==> src/rtl/mem_port_arbiter.sv <==
// Two-master, single-slave memory bus arbiter: instruction-cache refill port vs data port.
// Fixed priority to data, bounded by a starvation limit, with a lock for atomic sequences.
`ifndef XLEN
`define XLEN 32
`endif

module mem_port_arbiter #(
  parameter int XLEN          = `XLEN,
  parameter int MAX_DM_STREAK = 4
) (
  input  logic            i_clk,
  input  logic            i_rst,
  input  logic            i_ic_req,
  input  logic [XLEN-1:0] i_ic_addr,
  output logic [XLEN-1:0] o_ic_data,
  output logic            o_ic_ready,
  input  logic            i_dm_rd,
  input  logic            i_dm_wr,
  input  logic [XLEN-1:0] i_dm_addr,
  input  logic [XLEN-1:0] i_dm_wd,
  input  logic [3:0]      i_dm_byte_en,
  input  logic            i_dm_lock,
  output logic [XLEN-1:0] o_dm_rdata,
  output logic            o_dm_ready,
  output logic            o_bus_req,
  output logic            o_bus_we,
  output logic [XLEN-1:0] o_bus_addr,
  output logic [XLEN-1:0] o_bus_wd,
  output logic [3:0]      o_bus_byte_en,
  input  logic [XLEN-1:0] i_bus_rdata,
  input  logic            i_bus_ack,
  output logic            o_grant_dm
);

  // Handshake: a requester holds its request until its one-cycle ready pulse,
  // and drops or replaces it on the edge that ends the ready cycle.
  typedef enum logic [2:0] {
    IDLE    = 3'd0,
    IC_BUSY = 3'd1,
    DM_BUSY = 3'd2,
    IC_RESP = 3'd3,
    DM_RESP = 3'd4
  } state_t;

  localparam logic [3:0] STREAK_MAX = 4'(MAX_DM_STREAK);

  state_t     state;
  state_t     state_next;
  logic [3:0] streak;
  logic       locked;
  logic       dm_pend;
  logic       take_ic;
  logic       take_dm;

  always_ff @(posedge i_clk) begin
    if (!i_rst) state <= IDLE;
    else        state <= state_next;
  end

  always_comb begin
    state_next = state;
    take_ic    = 1'b0;
    take_dm    = 1'b0;
    dm_pend    = i_dm_rd | i_dm_wr;
    case (state)
      IDLE: begin
        // Data wins unless the refill has waited out the full streak; a lock pins the bus to data.
        if (dm_pend && (locked || !i_ic_req || streak != STREAK_MAX)) begin
          take_dm    = 1'b1;
          state_next = DM_BUSY;
        end else if (i_ic_req && !locked) begin
          take_ic    = 1'b1;
          state_next = IC_BUSY;
        end
      end
      IC_BUSY: if (i_bus_ack) state_next = IC_RESP;
      DM_BUSY: if (i_bus_ack) state_next = DM_RESP;
      IC_RESP: state_next = IDLE;
      DM_RESP: state_next = IDLE;
      default: state_next = IDLE;
    endcase
  end

  always_ff @(posedge i_clk) begin
    if (!i_rst) begin
      streak        <= 4'd0;
      locked        <= 1'b0;
      o_bus_req     <= 1'b0;
      o_bus_we      <= 1'b0;
      o_bus_addr    <= '0;
      o_bus_wd      <= '0;
      o_bus_byte_en <= 4'b0000;
      o_ic_ready    <= 1'b0;
      o_ic_data     <= '0;
      o_dm_ready    <= 1'b0;
      o_dm_rdata    <= '0;
      o_grant_dm    <= 1'b0;
    end else begin
      o_ic_ready <= 1'b0;
      o_dm_ready <= 1'b0;

      if (take_ic) begin
        o_bus_req     <= 1'b1;
        o_bus_we      <= 1'b0;
        o_bus_addr    <= i_ic_addr;
        o_bus_wd      <= '0;
        o_bus_byte_en <= 4'b1111;
        streak        <= 4'd0;
        o_grant_dm    <= 1'b0;
      end

      if (take_dm) begin
        o_bus_req     <= 1'b1;
        o_bus_we      <= i_dm_wr;
        o_bus_addr    <= i_dm_addr;
        o_bus_wd      <= i_dm_wd;
        o_bus_byte_en <= i_dm_byte_en;
        locked        <= i_dm_lock;
        o_grant_dm    <= 1'b1;
        if (i_ic_req && streak < STREAK_MAX) streak <= streak + 4'd1;
      end

      if (i_bus_ack && state == IC_BUSY) begin
        o_bus_req  <= 1'b0;
        o_ic_ready <= 1'b1;
        o_ic_data  <= i_bus_rdata;
      end

      if (i_bus_ack && state == DM_BUSY) begin
        o_bus_req  <= 1'b0;
        o_dm_ready <= 1'b1;
        if (!o_bus_we) o_dm_rdata <= i_bus_rdata;
      end
    end
  end

endmodule
==> config.mk <==
export PLATFORM = sky130hd
export DESIGN_NAME = mem_port_arbiter
export DESIGN_NICKNAME = d
export VERILOG_FILES = /design/src/rtl/mem_port_arbiter.sv
export SDC_FILE = /design/constraint.sdc
export NUM_CORES = 1
export LEC_CHECK = 0
export CAP_MARGIN = 10
export CORE_MARGIN = 10
export CORE_UTILIZATION = 43
export DETAILED_ROUTE_END_ITERATION = 6
export GPL_TIMING_DRIVEN = 0
export PLACE_DENSITY = 0.89
export SETUP_SLACK_MARGIN = 0.3
export SYNTH_ARGS = -nofsm -noshare
export SYNTH_HDL_FRONTEND = slang
export SYNTH_SLANG_ARGS = --single-unit
==> constraint.sdc <==
create_clock -name i_clk -period 4.2 [get_ports i_clk]
set_input_delay 1.05 -clock i_clk [delete_from_list [all_inputs] [get_ports i_clk]]
set_output_delay 1.05 -clock i_clk [all_outputs]
set_load 0.01 [all_outputs]
==> impl_metrics.csv <==
group,metric,value,unit
floorplanning,rows,41,
clock_tree,htreeDepth,4,
clock_tree,cts_made_buffers,17,
placement,post-place-ws,1.24,ns
global_route,antenna_found_initial,0,
global_route,grt_use_total,23.0,%
sta,finalSetupViolCount,0,
global_route,met2_usage,38.7,%
setup_path,critPathKind,"input port to flop",
routing,drt_wl_total,21.1,mm
setup_path,arrival,2.89,ns
sta,period_minus_slack,2.55,ns
floorplanning,dieHeight,134,um
power,share_comb_of_total_power,20.2,%
yosys,synth_top_family_by_area,"compound AO/OA/AOI/OAI gates",
floorplanning,coreArea,0.0127,mm^2
sta,layout_setup_ws,1.65,ns
routing,final_antenna_net_count,0,
hold_path,hold_class,"flop to flop",
setup_path,start_kind,"input port",
finish,final_util,72.1,%
yosys,ys_ff_latch,145,
placement,place.gp.congestion,0.832,
yosys,synth_edf_count,0,
floorplanning,dieWidth,134,um
yosys,ys.warnings.count,0,
yosys,synth_xor_area_share,0,%
clock_tree,path_clk_slew,0.06,ns
yosys,syn_avg_cell_area,8.60,um^2
power,p_per_area,419,mW/mm^2
yosys,synth_cell_types,38,
global_route,grt_first_pass_wirelength,32.8,mm
setup_path,r2r_start,"streak[0]",
setup_path,max_stage_delay,0.51,ns
sta,tightest_slew,0.576,ns
global_route,grt_pass1_vias,6086,
sta,final_hold_viol_count,0,
sta,clock.fmax,393,MHz
floorplanning,dieArea,0.0179,mm^2
job,cap_viol_max_count,0,
routing,vias,5766,
setup_path,endpoint,"o_bus_addr[5]",
setup_path,cp-end-kind,"flop",
sta,slew_headroom,61.3,%
placement,io_buffer_count,274,
yosys,synthCells,649,
yosys,synth-simple-area-share,18.0,%
setup_path,crit_chain,"clkdlybuf4s50_1 > nand2b_1 > o21ai_1 > clkbuf_1 > nand2_1 > a21oi_1",
setup_path,path_buf_inv,2,
finish,final_common_cell,"clkdlybuf4s50_1",
setup_path,regToRegSetupSlack,2.18,ns
finish,area_growth,63.6,%
setup_path,reg2reg_depth,7,
routing,drt_first_iter_violations,371,
floorplanning,initial_core_util,44.1,%
clock_tree,cts_setup_buffers,0,
yosys,synth_fa_ha_area_share,0.448,%
global_route,grt_max_degree,17,
setup_path,regToRegEndpoint,"o_bus_addr[5]",
clock_tree,cts_tree,"done",
setup_path,path_depth,6,
power,ir_drop,0.343,mV
yosys,muxShareOfSynthArea,0.179,%
yosys,syn_area,0.00558,mm^2
sta,slew_violations,0,
yosys,synth.net_count,790,
power,switching_share,26.0,%
routing,drtPass1Iterations,5,
sta,finalSetupTns,0,ns
clock_tree,ctsResizeCount,0,
yosys,synth_ff_type,"dfxtp_1",
placement,post-dp-hpwl,16.1,mm
power,power.leakage,0.00334,uW
finish,drive_gt1_share,5.86,%
finish,layout_common_cells,"clkdlybuf4s50_1 (274), nand2_1 (167), dfxtp_1 (145)",
global_route,grt_overflow,0,
global_route,use_met1,23.7,%
clock_tree,hold_buffers,0,
finish,finalNetCount,1083,
routing,drcViolationCount,0,
placement,dpl.cell_count,1095,
routing,wl_per_cell,18.7,um
power,seq_power_share,40.3,%
setup_path,crit_fanout,10,
power,pwr-share-clk,39.5,%
sta,timing.hold.ws,0.450,ns
sta,rsz0062_at_grt,"false",
setup_path,cpMaxStageDelayCell,"clkdlybuf4s50_1",
yosys,synth_compound_area_share,24.6,%
setup_path,crit_path_start,"i_ic_req",
sta,period_share,60.7,%
floorplanning,ioPinCount,276,
clock_tree,clkSinkCount,145,
setup_path,required,4.54,ns
global_route,top_usage_layer,"met2",
yosys,seq_area_frac_synth,52.0,%
power,p_int,2830,uW
sta,skew,0.00511,ns
outcome,status,"complete, no violations",
routing,viasPerCell,5.12,
clock_tree,clockBufferDepth,2,
power,p_sw,996,uW
finish,fin_cells,1127,
clock_tree,cts-root-buf,"clkbuf_16",
finish,diodes,0,
yosys,async_flop_share,0,%
clock_tree,clock_latency,0.41,ns
setup_path,cp_top_family,"buffers and inverters",
global_route,met3_usage,12.0,%
[area by class of cell]
class / count / area [um^2]
tap: 172 / 215
sequential: 145 / 2900
fill: 948 / 3540
multi-input combinational: 447 / 2410
inverter: 7 / 26.3
timing repair buffer: 274 / 2740
clock buffer: 23 / 488
clock inverter: 9 / 104
buffer: 50 / 240
[cell usage after synthesis (2+ instances only)]
cell      number  share of area [%]
dfxtp_1      145                 52
o21ai_1        5               0.45
a21boi_1      27                3.6
clkbuf_1      26                1.7
o21ai_0       35                3.1
nand2b_1       3               0.34
o22ai_1        2               0.22
buf_6          4               0.81
buf_2         17                1.5
nor2b_1       38                4.3
a21oi_1       71                6.4
ha_1           2               0.45
inv_1          7               0.47
nand2_1      167                 11
nor3_1         2               0.18
nor2_1         3               0.20
a22oi_1       33                4.4
a21boi_0      38                5.1
and3_1         4               0.45
buf_1          2               0.13
[power groups by stage]
stage	combinational (uW)	clock (uW)	sequential, uW
floorplan	277	0	1610
global placement	761	0	1560
detailed placement	770	0	1570
CTS	779	1530	1540
global route	838	1590	1550
finish	773	1510	1540
[worst min-delay path by stage]
| stage | start | to | slack [ns] | depth (start not counted) |
|---|---|---|---|---|
| finish | o_dm_rdata[5] | o_dm_rdata[5] | 0.45 | 2 |
| global route | o_dm_rdata[20] | o_dm_rdata[20] | 0.47 | 2 |
| CTS | o_dm_rdata[5] | o_dm_rdata[5] | 0.45 | 2 |
| detailed placement | o_dm_rdata[5] | o_dm_rdata[5] | 0.44 | 2 |
| global placement | o_dm_rdata[11] | o_dm_rdata[11] | 0.44 | 2 |
| floorplan | locked | locked | 0.46 | 2 |
[per-stage QoR]
step	total power (uW)	area [um^2]
finish	3820	9130
detailed placement	2340	8540
global placement	2320	8540
global route	3980	9130
floorplan	1890	5580
CTS	3840	9130
[worst register-to-register path, delay by kind of cell, from the launching register on]
kind            cells  cell delay (ns)
fa+ha+maj           1             0.21
flops               1             0.35
compound gates      3             0.76
simple gates        1             0.23
buf+inv             2             0.40
[cells by family after synthesis]
| family | count (synthesis) |
|---|---|
| fa+ha+maj | 2 |
| buf+inv | 57 |
| compound gates | 217 |
| simple gates | 227 |
| mux | 1 |
| flops | 145 |
[routing by layer]
metal / up-vias / share of wire [%]
li1: 2783 / -
met1: 2677 / 37
met2: 265 / 47
met3: 41 / 13
met4: 0 / 2.6
met5: - / 0
[state kept, by name, indices dropped and copies added, names as in the netlist]
signal,count
o_dm_ready,1
o_dm_rdata,32
o_ic_ready,1
o_bus_we,1
o_bus_req,1
o_bus_addr,32
streak,4
locked,1
o_grant_dm,1
o_bus_byte_en,4
o_bus_wd,32
o_ic_data,32
state,3
Power figures use the tool's default switching activity.
